**src/rtl/fetch_pkg.sv**
```systemverilog
// fetch_pkg: shared types and encodings for the instruction fetch slice.
//   state_e     : fetch sequencer states (FAULT only reachable when
//                 FETCH_ALIGN_CHECK_EN is defined)
//   PCSEL_*     : next-PC select encodings driven by the decoder
//   OPC_J/JAL   : MIPS opcodes the decoder folds into the jump select
package fetch_pkg;

  typedef enum logic [1:0] {
    IDLE  = 2'b00,
    FETCH = 2'b01,
    ISSUE = 2'b10,
    FAULT = 2'b11
  } state_e;

  localparam logic [1:0] PCSEL_SEQ = 2'b00;
  localparam logic [1:0] PCSEL_BEQ = 2'b01;
  localparam logic [1:0] PCSEL_BNE = 2'b10;
  localparam logic [1:0] PCSEL_JR  = 2'b11;

  localparam logic [5:0] OPC_J   = 6'd2;
  localparam logic [5:0] OPC_JAL = 6'd3;

endpackage

```
**src/rtl/next_pc_calc.sv**
```systemverilog
// next_pc_calc: combinational next program counter for a committing
// instruction.
//   pc         in  32  address of the committing instruction
//   instr      in  26  low instruction bits (jump index / branch offset);
//                      the opcode is already decoded into jump/pc_sel
//   pc_sel     in  2   sequential / BEQ / BNE / JR select
//   jump       in  1   J or JAL, overrides pc_sel
//   jr_target  in  32  register value for JR
//   next_pc    out 32  computed target, unaligned targets passed through
//   misaligned out 1   next_pc[1:0] is non-zero
module next_pc_calc
  import fetch_pkg::*;
(
  input  logic [31:0] pc,
  input  logic [25:0] instr,
  input  logic [1:0]  pc_sel,
  input  logic        jump,
  input  logic [31:0] jr_target,
  output logic [31:0] next_pc,
  output logic        misaligned
);

  logic [31:0] seq_s;
  logic [31:0] br_off_s;

  assign seq_s    = pc + 32'd4;
  // Word offset sign-extended and scaled to bytes.
  assign br_off_s = {{14{instr[15]}}, instr[15:0], 2'b00};

  // Target selection; jump outranks every pc_sel value.
  always_comb begin
    next_pc = seq_s;
    if (jump) begin
      next_pc = {seq_s[31:28], instr[25:0], 2'b00};
    end else begin
      case (pc_sel)
        PCSEL_SEQ: next_pc = seq_s;
        PCSEL_BEQ,
        PCSEL_BNE: next_pc = seq_s + br_off_s;
        PCSEL_JR:  next_pc = jr_target;
        default:   next_pc = seq_s;
      endcase
    end
  end

  assign misaligned = |next_pc[1:0];

endmodule

```
**src/rtl/instr_fetch.sv**
```systemverilog
// instr_fetch: fetch sequencer between instruction memory and decode.
// Holds the PC, requests one word per instruction (req/ack), presents it
// until commit, then redirects via next_pc_calc.
//   clk, reset            clock and synchronous active-high reset
//   imem_req/addr/ack/data instruction memory handshake
//   instr/instr_valid/pc/link_addr  presented instruction
//   commit/pc_sel/jump/jr_target    commit and redirect controls
//   retired               wrapping count of committed instructions
//   fault                 misaligned-target fault
// Optional feature macro FETCH_ALIGN_CHECK_EN: when defined, a misaligned
// target enters a sticky FAULT state; otherwise targets are force-aligned
// and fault is tied low.
module instr_fetch
  import fetch_pkg::*;
#(
  parameter logic [31:0] RESET_PC = 32'h0000_0000
) (
  input  logic        clk,
  input  logic        reset,
  output logic        imem_req,
  output logic [31:0] imem_addr,
  input  logic        imem_ack,
  input  logic [31:0] imem_data,
  output logic [31:0] instr,
  output logic        instr_valid,
  output logic [31:0] pc,
  output logic [31:0] link_addr,
  input  logic        commit,
  input  logic [1:0]  pc_sel,
  input  logic        jump,
  input  logic [31:0] jr_target,
  output logic [31:0] retired,
  output logic        fault
);

  state_e      state_q, state_d;
  logic [31:0] pc_q, pc_d;
  logic [31:0] link_q, link_d;
  logic [31:0] instr_q, instr_d;
  logic [31:0] retired_q, retired_d;
  logic        req_q, req_d;
  logic        valid_q, valid_d;
  logic [31:0] calc_pc_s;
  logic [31:0] target_s;
  logic        misaligned_s;
`ifdef FETCH_ALIGN_CHECK_EN
  logic        fault_q, fault_d;
`endif

  next_pc_calc u_next_pc_calc (
    .pc         (pc_q),
    .instr      (instr_q[25:0]),
    .pc_sel     (pc_sel),
    .jump       (jump),
    .jr_target  (jr_target),
    .next_pc    (calc_pc_s),
    .misaligned (misaligned_s)
  );

`ifdef FETCH_ALIGN_CHECK_EN
  assign target_s = calc_pc_s;
`else
  // Only JR can produce low bits; drop them so fetches stay word-aligned.
  assign target_s = misaligned_s ? (calc_pc_s & 32'hFFFF_FFFC) : calc_pc_s;
`endif

  // Next-state, PC and counter update.
  always_comb begin
    state_d   = state_q;
    pc_d      = pc_q;
    link_d    = link_q;
    instr_d   = instr_q;
    retired_d = retired_q;
`ifdef FETCH_ALIGN_CHECK_EN
    fault_d   = fault_q;
`endif
    case (state_q)
      IDLE: state_d = FETCH;
      FETCH: begin
        if (imem_ack) begin
          instr_d = imem_data;
          state_d = ISSUE;
        end else begin
          state_d = FETCH;
        end
      end
      ISSUE: begin
        if (commit) begin
          pc_d      = target_s;
          link_d    = target_s + 32'd4;
          retired_d = retired_q + 32'd1;
`ifdef FETCH_ALIGN_CHECK_EN
          if (misaligned_s) begin
            state_d = FAULT;
            fault_d = 1'b1;
          end else begin
            state_d = FETCH;
          end
`else
          state_d = FETCH;
`endif
        end else begin
          state_d = ISSUE;
        end
      end
`ifdef FETCH_ALIGN_CHECK_EN
      FAULT: state_d = FAULT;
`endif
      default: state_d = IDLE;
    endcase
    // Handshake outputs follow the upcoming state so they leave a flop.
    req_d   = (state_d == FETCH);
    valid_d = (state_d == ISSUE);
  end

  // State and datapath registers.
  always_ff @(posedge clk) begin
    if (reset) begin
      state_q   <= IDLE;
      pc_q      <= RESET_PC;
      link_q    <= RESET_PC + 32'd4;
      instr_q   <= 32'h0000_0000;
      retired_q <= 32'h0000_0000;
      req_q     <= 1'b0;
      valid_q   <= 1'b0;
    end else begin
      state_q   <= state_d;
      pc_q      <= pc_d;
      link_q    <= link_d;
      instr_q   <= instr_d;
      retired_q <= retired_d;
      req_q     <= req_d;
      valid_q   <= valid_d;
    end
  end

`ifdef FETCH_ALIGN_CHECK_EN
  // Sticky fault flag, cleared only by reset.
  always_ff @(posedge clk) begin
    if (reset) begin
      fault_q <= 1'b0;
    end else begin
      fault_q <= fault_d;
    end
  end
  assign fault = fault_q;
`else
  assign fault = 1'b0;
`endif

  assign imem_req    = req_q;
  assign imem_addr   = pc_q;
  assign instr       = instr_q;
  assign instr_valid = valid_q;
  assign pc          = pc_q;
  assign link_addr   = link_q;
  assign retired     = retired_q;

endmodule

```
**config.mk**
```make
export PLATFORM = sky130hd
export DESIGN_NAME = instr_fetch
export DESIGN_NICKNAME = d
export VERILOG_FILES = /design/src/rtl/fetch_pkg.sv /design/src/rtl/next_pc_calc.sv /design/src/rtl/instr_fetch.sv
export SDC_FILE = /design/constraint.sdc
export NUM_CORES = 1
export LEC_CHECK = 0
export BUFFER_PORTS_ARGS = -buffer_cell sky130_fd_sc_hd__buf_2
export CAP_MARGIN = 20
export CORE_ASPECT_RATIO = 0.8
export CORE_UTILIZATION = 36
export DETAILED_ROUTE_END_ITERATION = 12
export GPL_ROUTABILITY_DRIVEN = 0
export GPL_TIMING_DRIVEN = 0
export MAX_ROUTING_LAYER = met4
export PLACE_DENSITY_LB_ADDON = 0.15
export SLEW_MARGIN = 20
export SYNTH_ARGS = -nofsm -noshare
export SYNTH_HDL_FRONTEND = slang
export SYNTH_SLANG_ARGS = --single-unit
```
**constraint.sdc**
```tcl
create_clock -name clk -period 5.2 [get_ports clk]
set_input_delay 0.52 -clock clk [delete_from_list [all_inputs] [get_ports clk]]
set_output_delay 0.52 -clock clk [all_outputs]
set_load 0.01 [all_outputs]
```
# Word level (Yosys, flattened, before mapping)
# Index checks and enable logic that the tools add are counted.
# classes
n_div	0
n_shift	0
magnitude_cmp	0
n_reduce_logical	6
mul	0
add_sub_neg	4
eq_ne	7
mux	6
bitwise	0
# ops
op	n
$pmux 32 s3	1
$add 32x3->32 const B	2
$add 32x1->32 const B	1
$add 32x32->32	1
$mux 32	1
$eq 2x2->1 const B	4
$eq 2x1->1 const B	3
$mux 2	3
$pmux 2 s3	1
$logic_not 2->1	2
$reduce_and 2->1	2
$reduce_or 2->1	2
# totals
mem_bits_ro	0
ff_bits	132
latchBits	0
n_memories	0
inputBits	71
mem_bits_rw	0
wordCells	30
output_inout_bits	163

# Longest topological paths before layout
# Gate-level depths: netlist (run 1).
# logic_depth
ltp_word	7
depth_mapped	20
depth_no_buf	17

# By module
# A second synthesis (run 1) with hierarchy kept.
# unflattened
cells_unflattened	1100
hier_area_um2	8567.0
# modules_own_cells
mod	cells_each	n_inst	area_each_um2
instr_fetch	677	1	5642.9
next_pc_calc	423	1	2924.1

# Worst setup path after synthesis (run 1)
# OpenSTA, ideal clock, no wires.
# synth_timing
path_kind	register to register
start	reg pc_q[2] (netlist: imem_addr[2])
end	reg link_q[30] (netlist: link_addr[30])
path_buffers	3
setup_time_ps	91
slack_ps	761
period_less_slack_ps	4439
stages_incl_launch_ff	21
t_required_ps	5109
t_arrival_ps	4348
cell_sequence	dfxtp_1 ha_1 and3_1 clkbuf_4 nand3_4 nor3_1 xnor2_1 inv_1 ha_1 clkbuf_1 a21oi_1 o21ai_0 nor3_1 or2_2 or3_1 a21boi_0 o221a_2 nand2_1 clkbuf_1 or4_1 a311oi_1
# synth_between
elab_chain_len	5
# synth_rtl
item	line	text
start: declaration	instr_fetch.sv:37	logic [31:0] pc_q, pc_d;
start signal: assignment	instr_fetch.sv:128	pc_q <= pc_d;
$add 32x3->32 *	next_pc_calc.sv:26	assign seq_s = pc + 32'd4;
$add 32x32->32	next_pc_calc.sv:39	PCSEL_BNE: next_pc = seq_s + br_off_s;
$pmux 32 s3	next_pc_calc.sv:36	case (pc_sel)
$mux 32 *	next_pc_calc.sv:33	if (jump) begin
$add 32x3->32 *	instr_fetch.sv:90	link_d = target_s + 32'd4;
end signal: assignment	instr_fetch.sv:121	link_q <= RESET_PC + 32'd4;
end signal: assignment	instr_fetch.sv:129	link_q <= link_d;
end: declaration	instr_fetch.sv:38	logic [31:0] link_q, link_d;
# Mark *: on every way between the ends. The rest lies on a longest branch, timed or not.
# A chain may end at the register's enable or synchronous reset.

# Worst setup path after layout (run 1)
# layout_timing
start	reg pc_q[4] (netlist: imem_addr[4])
end	reg link_q[30] (netlist: link_addr[30])
# The elaborated chain is that of the path after synthesis.

==> flow_metrics.tcl, run 1 <==
set metrics [dict create \
    drt-total-wl_um 34400 \
    drtAntennaViolNets 0 \
    avgViaCountPerCell 5.55 \
    final_nets 1588 \
    synth_xor_area_share_pct 6.99 \
    hold_viol 0 \
    drv_cap 0 \
    synthSimpleGateAreaFrac_pct 29.5 \
    cts_tree "done" \
    async_flop_share_pct 0 \
    numPortBuffers 230 \
    relSlewSlack_pct 30.5 \
    ys_ff_latch 130 \
    most-common-layout-cells "buf_2, nand2_1, dfxtp_1, a21oi_1, nor2_1" \
    fmax_mhz 199 \
    fin_crit_ps 5020 \
    worst_skew_pair.late_latency_ps 440 \
    highest_layer "met4" \
    holdPathStages 3 \
    die-area_um2 26100 \
    critPathLaunchType "register" \
    crit_start "imem_addr[4]" \
    start_util_pct 37.1 \
    wl_met1_um 16400 \
    timing.rr.start "imem_addr[4]" \
    clkTransAtPathRegs_ps 70 \
    r2r_end "link_addr[30]" \
    power_mw 2.66 \
    reg2regPathDepth 16 \
    overflow 0 \
    nFillCells 2530 \
    dr_wl_met3_um 2380 \
    multi_input_area_um2 5980 \
    maxSlewViolCount 0 \
    worst_ep_arrival_time_ps 5350 \
    h-tree-depth 4 \
    fin_skew_ps 24.2 \
    numClockSinks 130 \
    critPathCaptureType "register" \
    post-route-drc-count 0 \
    antenna_found_initial 0 \
    synth_area_per_cell_um2 7.46 \
    synthesis.nets 1338 \
    path_class "register to register" \
    power_density_nw_per_um2 234 \
    grt_use_total_pct 26.6 \
    outcome "completed" \
    num_rows 51 \
    seq_area_frac_synth_pct 28.4 \
    io_pins 234 \
    synth_cells 1227 \
    grt_max_degree 23 \
    layout_commonest_cell "buf_2" \
    r2r_slack_ps 180 \
    hold_buffers 0 \
    core-area_um2 24600 \
    n_antenna_cell 0 \
    grt_pass1_wl_um 51600 \
    worst_pin_slew_ps 1030 \
    yosys_warnings 0 \
    path_max_fanout 10 \
    drt_pre_antenna_iters 5 \
    crit_required_ps 5530 \
    ys_types 86 \
    grt_pass1_vias 8993 \
    ir_drop_mv 0.223 \
    synth_compound_area_share_pct 22.0 \
    vias 10000 \
    post-route-cell-area_um2 11400 \
    die_x_um 180 \
    setup_tns_ps 0 \
    drive_above_1_share_pct 23.8 \
    dp_hpwl_um 27100 \
    syn_to_final_growth_pct 24.4 \
    route.met2.wl_um 14900 \
    routedWlPerCell_um 19.0 \
    synth_top_family_by_area "simple AND/OR/NAND/NOR gates" \
    setup_viol 0 \
    clock-root-buffer "clkbuf_16" \
    place_area_um2 10700 \
    synth_edf_count 0 \
    hold_path_end "instr[1]" \
    syn_area_um2 9150 \
    clockBufferDepth 2 \
    die_y_um 145 \
    ys.flop_type "dfxtp_1" \
    leakage_nw 4.84 \
    ff_latch_area_um2 2610 \
    min-delay-start "imem_data[1]" \
    post-route-period-util_pct 96.5 \
    hold_path.class "primary input to register" \
    cts_buffers 17 \
    synth_fa_ha_area_share_pct 5.55 \
    drtIter0Drc 893 \
    synth_mux_area_share_pct 0.465 \
    rsz0062_at_grt "true" \
]
-- worst max-delay path: stages, from the launching register on --
cell and delay (ps):
dfxtp_1 550, and4_1 240, buf_2 190, nand4_4 210, o21a_1 240, or2_2 340
ha_1 410, nand2_1 90, o21ai_0 560, nor2_1 80, a21oi_1 330, o2111a_1 260
nor3_2 100, and4bb_1 350, o211ai_1 150, or4_1 520, a311oi_1 280
-- repair_timing --
item / 4_1_cts / 5_1_grt
resized for setup: 3 / 19
setup buffers: 0 / 3
setup endpoints to repair: 5 / 10
pin swaps: 0 / 2
gates cloned: 0 / 0
-- layer usage --
metal  track usage, %  vias to the layer above
met5                -                        -
met4             7.87                        0
met3             4.03                       44
met2             40.3                      426
met1             36.5                     4684
li1                 -                     4887
-- registers in the layout, summed over array words and instances, names as in the netlist --
register / cells
link_addr: 30
retired: 32
state_q: 2
imem_req: 1
instr_valid: 1
imem_addr: 32
instr: 32
-- power by group --
part | switching [mW] | internal, mW | leakage [nW] | total [mW]
Sequential | 0.0322 | 1.02 | 1.05 | 1.05
Combinational | 0.252 | 0.140 | 3.51 | 0.391
Clock | 0.540 | 0.681 | 0.280 | 1.22
Total | 0.824 | 1.84 | 4.84 | 2.66
-- through the flow --
stage	setup WS [ps]	instances	hold slack (ps)	utilization (%)
6_report	183	1808	312	46.2
3_5_place_dp	-224	1775	434	43.4
4_1_cts	6.92	1806	310	45.8
2_1_floorplan	761	1227	467	-
5_1_grt	-30.3	1808	318	46.2
3_3_place_gp	-212	1775	430	43.4
-- kinds of logic after synthesis --
kind of cell	after synthesis
other	1
DFF	130
AOI/OAI and AO/OA	301
buffers and inverters	130
muxes	4
and+or+nand+nor	548
xor gates and xnor gates	73
adders and majority gates	40
-- worst max path at each step --
stage	end	slack (ps)	cells past startpoint
2_1_floorplan	link_addr[30]	760	20
3_3_place_gp	link_addr[30]	-210	19
3_5_place_dp	link_addr[30]	-220	19
4_1_cts	link_addr[30]	7	19
5_1_grt	link_addr[30]	-30	18
6_report	link_addr[30]	180	16
-- cells in the mapped netlist, types with 10 or more instances --
library cell | number | area (um2)
nand2b_1 | 18 | 113
clkbuf_1 | 60 | 225
inv_1 | 22 | 82.6
nor3_1 | 26 | 130
nor2_1 | 113 | 424
nand3_1 | 43 | 215
or3_1 | 21 | 131
a21oi_1 | 116 | 581
and3_1 | 13 | 81.3
o21ai_0 | 33 | 165
nand2_1 | 196 | 736
a31oi_1 | 10 | 62.6
xor2_1 | 37 | 324
buf_4 | 35 | 263
nor2b_1 | 15 | 93.8
a211oi_1 | 26 | 195
nand4_1 | 37 | 231
ha_1 | 39 | 488
or2_2 | 10 | 62.6
nand3b_1 | 14 | 105
xnor2_1 | 36 | 315
dfxtp_1 | 130 | 2600
-- layout make-up --
type	count	share of cell area, %
buffer	105	4.84
clock buffer	17	3.74
clock inverter	15	1.40
inverter	23	0.759
multi-input combinational	967	52.5
sequential	130	22.9
tap	318	3.50
timing repair buffer	233	10.3
Note: power is estimated with default switching activity, not from simulation.
==> inputs of run 2 (changes only) <==
--- a/config.mk
+++ b/config.mk
@@ -12,9 +12,7 @@
 export DETAILED_ROUTE_END_ITERATION = 12
 export GPL_ROUTABILITY_DRIVEN = 0
 export GPL_TIMING_DRIVEN = 0
-export MAX_ROUTING_LAYER = met4
 export PLACE_DENSITY_LB_ADDON = 0.15
-export SLEW_MARGIN = 20
 export SYNTH_ARGS = -nofsm -noshare
 export SYNTH_HDL_FRONTEND = slang
 export SYNTH_SLANG_ARGS = --single-unit
==> flow_metrics.tcl, run 2 (synthesis results as in run 1) <==
set metrics [dict create \
    clkTransAtPathRegs_ps 70 \
    clockBufferDepth 2 \
    drv_cap 0 \
    hold_path.class "primary input to register" \
    timing.final.ws_setup_ps 188 \
    swShare_pct 30.9 \
    overflow 0 \
    ir_drop_mv 0.223 \
    vias 10100 \
    setup_tns_ps 0 \
    avgViaCountPerCell 5.56 \
    layout_commonest_cell "buf_2" \
    p_comb_share_pct 14.7 \
    numPortBuffers 230 \
    min-delay-start "imem_data[1]" \
    core-area_um2 24600 \
    path_cells "and4_1, buf_2, nand4_4, o21a_1, or2_2, ha_1, nand2_1, o21ai_0, nor2b_1, a2111oi_0, nand3_1, nand3_1, nor4_4, nand2_1, clkbuf_1, or4_1, a311oi_1" \
    antenna_found_initial 0 \
    path_class "register to register" \
    netSwitchingPower_mw 0.823 \
    routedWlPerCell_um 19.0 \
    post-route-period-util_pct 96.4 \
    relSlewSlack_pct 31.0 \
    critPathCaptureType "register" \
    grt_pass1_vias 8988 \
    post-route-drc-count 0 \
    drtIter0Drc 916 \
    clkPwrFrac_pct 45.9 \
    fmax_mhz 200 \
    io_pins 234 \
    setup_viol 0 \
    rsz0062_at_grt "true" \
    crit_required_ps 5530 \
    start_util_pct 37.1 \
    cts_buffers 17 \
    syn_to_final_growth_pct 24.4 \
    r2r_slack_ps 190 \
    drive_above_1_share_pct 23.8 \
    grt_pass1_wl_um 51600 \
    leakage_nw 4.84 \
    die_x_um 180 \
    final_nets 1588 \
    dp_slack_ps -224 \
    internal_power_mw 1.84 \
    drt_pre_antenna_iters 5 \
    num_rows 51 \
    hold_viol 0 \
    seqPwrFrac_pct 39.5 \
    drtAntennaViolNets 0 \
    maxSlewViolCount 0 \
    clock-root-buffer "clkbuf_16" \
    dp_hpwl_um 27100 \
    power_mw 2.66 \
    power_density_nw_per_um2 234 \
    hold_ws_ps 315 \
    outcome "completed" \
    place_area_um2 10700 \
    fin_skew_ps 17.6 \
    hold_buffers 0 \
    critPathLaunchType "register" \
    drt-total-wl_um 34300 \
    most-common-layout-cells "buf_2, nand2_1, dfxtp_1, a21oi_1, nor2_1" \
    cpPeakStageDelay_ps 550 \
    n_antenna_cell 0 \
    worst_skew_pair.late_latency_ps 430 \
    worst_pin_slew_ps 1030 \
    grt_use_total_pct 25.9 \
    h-tree-depth 4 \
    timing.rr.start "imem_addr[4]" \
    cts_tree "done" \
    post-route-cell-area_um2 11400 \
    numClockSinks 130 \
    path_max_fanout 10 \
    grt_max_degree 23 \
    die-area_um2 26100 \
    slowest_stage "dfxtp_1" \
    die_y_um 145 \
    fin_crit_ps 5010 \
    crit_start "imem_addr[4]" \
    worst_ep_arrival_time_ps 5340 \
]
-- run 2: cell counts in the layout (fill, tap and decap cells not counted) --
No cell type changed its count.
-- run 2: repair_timing --
action	4_1_cts	5_1_grt
pin swaps	0	2
buffers inserted	0	3
endpoints found under the hold margin	0	0
endpoints found under the setup margin	5	10
resized for setup	3	19
-- run 2: worst paths after layout --
kind,end,cells after the start
setup reg to reg,link_addr[30],17
hold reg to reg,link_addr[18],2
hold / removal,instr[1],3
setup / recovery,link_addr[30],17
-- run 2: worst max-delay path: cells and delay by family, from the launching register on --
| kind | cells | cell delay (ps) |
|---|---|---|
| compound gates | 4 | 1160 |
| fa+ha+maj | 1 | 410 |
| buf+inv | 2 | 400 |
| simple gates | 10 | 2390 |
| flops | 1 | 550 |
-- run 2: power groups by stage --
| stage | registers, mW | clock network (mW) | logic [mW] |
|---|---|---|---|
| 3_5_place_dp | 1.07 | 0 | 0.379 |
| 2_1_floorplan | 1.07 | 0 | 0.226 |
| 3_3_place_gp | 1.07 | 0 | 0.377 |
| 4_1_cts | 1.05 | 1.23 | 0.382 |
| 5_1_grt | 1.05 | 1.27 | 0.427 |
| 6_report | 1.05 | 1.22 | 0.391 |
-- run 2: final cells by class --
class                           count  area (um2)
Multi-Input combinational cell    967        5980
Tap cell                          318         398
Sequential cell                   130        2610
Clock inverter                     15         159
Fill cell                        2530       13300
Buffer                            105         551
Inverter                           23        86.3
Timing Repair Buffer              233        1170
Clock buffer                       17         425
-- run 2: per-stage QoR --
stage	std cells	util, %
4_1_cts	1806	45.8
5_1_grt	1808	46.2
3_3_place_gp	1775	43.4
2_1_floorplan	1227	-
3_5_place_dp	1775	43.4
6_report	1808	46.2
-- run 2: per-layer routing --
metal / wire [um] / GRT usage (%) / vias up
met1: 16300 / 36.3 / 4720
met2: 14800 / 40.2 / 408
met5: 0 / 0 / -
met4: 754 / 7.83 / 0
met3: 2440 / 4.48 / 46
li1: - / - / 4887
==> inputs of run 3 (changes only) <==
--- a/config.mk
+++ b/config.mk
@@ -7,7 +7,7 @@
 export LEC_CHECK = 0
 export BUFFER_PORTS_ARGS = -buffer_cell sky130_fd_sc_hd__buf_2
 export CAP_MARGIN = 20
-export CORE_ASPECT_RATIO = 0.8
+export CORE_ASPECT_RATIO = 1.5
 export CORE_UTILIZATION = 36
 export DETAILED_ROUTE_END_ITERATION = 12
 export GPL_ROUTABILITY_DRIVEN = 0
==> flow_metrics.tcl, run 3 (synthesis results as in run 1) <==
set metrics [dict create \
    relSlewSlack_pct 30.1 \
    min-delay-start "imem_data[2]" \
    die_x_um 132 \
    numPortBuffers 230 \
    multi_input_area_um2 5980 \
    syn_to_final_growth_pct 25.3 \
    clock-root-buffer "clkbuf_16" \
    path_max_fanout 10 \
    n_antenna_cell 0 \
    die_y_um 197 \
    grt_pass1_wl_um 52700 \
    numClockSinks 130 \
    cpLargestDelayFamily "simple AND/OR/NAND/NOR gates" \
    post-route-period-util_pct 94.4 \
    drive_above_1_share_pct 23.9 \
    antenna_found_initial 1 \
    power_mw 2.76 \
    avgViaCountPerCell 5.52 \
    path_cells "ha_1, and3_1, clkbuf_4, nand3_1, xor2_1, inv_1, ha_1, clkbuf_1, a21oi_4, o21ai_1, a21o_1, or4_1, nand3_1, nand3_2, nor4_4, nand2_1, clkbuf_1, or4_1, a311oi_1" \
    crit_required_ps 5540 \
    leakage_nw 4.87 \
    worst_ep_arrival_time_ps 5250 \
    power_density_nw_per_um2 241 \
    h-tree-depth 4 \
    slowest_stage "or4_1" \
    routedWlPerCell_um 19.2 \
    maxSlewViolCount 0 \
    setup_viol 0 \
    fin_crit_ps 4910 \
    nFillCells 2603 \
    critPathCaptureType "register" \
    worst_skew_pair.late_latency_ps 430 \
    most-common-layout-cells "buf_2, nand2_1, dfxtp_1, a21oi_1, nor2_1" \
    hold_viol 0 \
    setup_tns_ps 0 \
    num_rows 71 \
    ff_latch_area_um2 2610 \
    start_util_pct 36.5 \
    drtIter0Drc 661 \
    grt_use_total_pct 26.5 \
    overflow 0 \
    crit_start "imem_addr[2]" \
    fmax_mhz 204 \
    final_nets 1589 \
    outcome "completed" \
    post-route-drc-count 0 \
    die-area_um2 26100 \
    cpPeakStageDelay_ps 510 \
    grt_max_degree 23 \
    grt_pass1_vias 9547 \
    drt_pre_antenna_iters 5 \
    io_pins 234 \
    vias 10000 \
    cts_tree "done" \
    critPathLaunchType "register" \
    ir_drop_mv 0.245 \
    core-area_um2 25100 \
    clkTransAtPathRegs_ps 60 \
    cts_buffers 17 \
    worst_pin_slew_ps 1040 \
    dp_hpwl_um 27700 \
    clockBufferDepth 2 \
    hold_path.class "primary input to register" \
    timing.rr.start "imem_addr[2]" \
    drv_cap 0 \
    path_class "register to register" \
    drtAntennaViolNets 0 \
    critical_path_buf_inv_count 4 \
    layout_commonest_cell "buf_2" \
    drt-total-wl_um 34900 \
    fin_skew_ps 5.94 \
]
-- run 3: cell count changes in the layout (fill, tap and decap cells not counted), sizes merged --
cell / delta
clkinvlp: +1
clkbuf: +3
clkinv: +4
bufinv: +3
inv: -11
buf: +1
-- run 3: power by group --
group	switching, mW	leakage [nW]	internal, mW
Combinational	0.254	3.52	0.138
Sequential	0.0300	1.06	1.02
Clock	0.486	0.298	0.829
Total	0.770	4.87	1.99
-- run 3: path summary, 6_finish.rpt --
kind | to | slack [ps] | cells past startpoint
hold reg to reg | link_addr[2] | 450 | 2
setup reg to reg | link_addr[30] | 290 | 19
setup / recovery | link_addr[30] | 290 | 19
hold / removal | instr[2] | 330 | 3
-- run 3: layout make-up --
type	instances	share of cell area, %
buffer	105	4.80
clock buffer	20	3.98
clock inverter	12	1.58
inverter	23	0.753
multi-input combinational	967	52.2
sequential	130	22.8
tap	328	3.58
timing repair buffer	234	10.3
-- run 3: metal layers --
layer | GRT usage, % | share of wire, % | up-vias
met5 | 0 | 0.037 | -
met4 | 11.8 | 3.7 | 2
li1 | - | - | 4876
met2 | 48.8 | 51 | 343
met1 | 28.9 | 40 | 4745
met3 | 5.65 | 5.4 | 80
-- run 3: tightest hold or removal path, stage by stage --
cell     delay (ps)
buf_2            90
nand2_1          40
a21oi_1          50
-- run 3: stage by stage --
| stage | cell area (um2) | setup slack, ps | hold slack, ps | utilization (%) | instances |
|---|---|---|---|---|---|
| 5_1_grt | 11500 | -8.94 | 323 | 45.7 | 1819 |
| 6_report | 11500 | 289 | 330 | 45.7 | 1819 |
| 3_5_place_dp | 10700 | -155 | 443 | 42.8 | 1785 |
| 2_1_floorplan | 9150 | 761 | 467 | - | 1227 |
| 4_1_cts | 11400 | 5.21 | 312 | 45.3 | 1816 |
| 3_3_place_gp | 10700 | -134 | 432 | 42.8 | 1785 |
-- run 3: what timing repair did --
action | CTS | global route
endpoints found under the setup margin | 5 | 15
hold buffers | 0 | 0
buffers inserted | 0 | 4
pin swaps | 0 | 2
gates resized for setup | 2 | 21
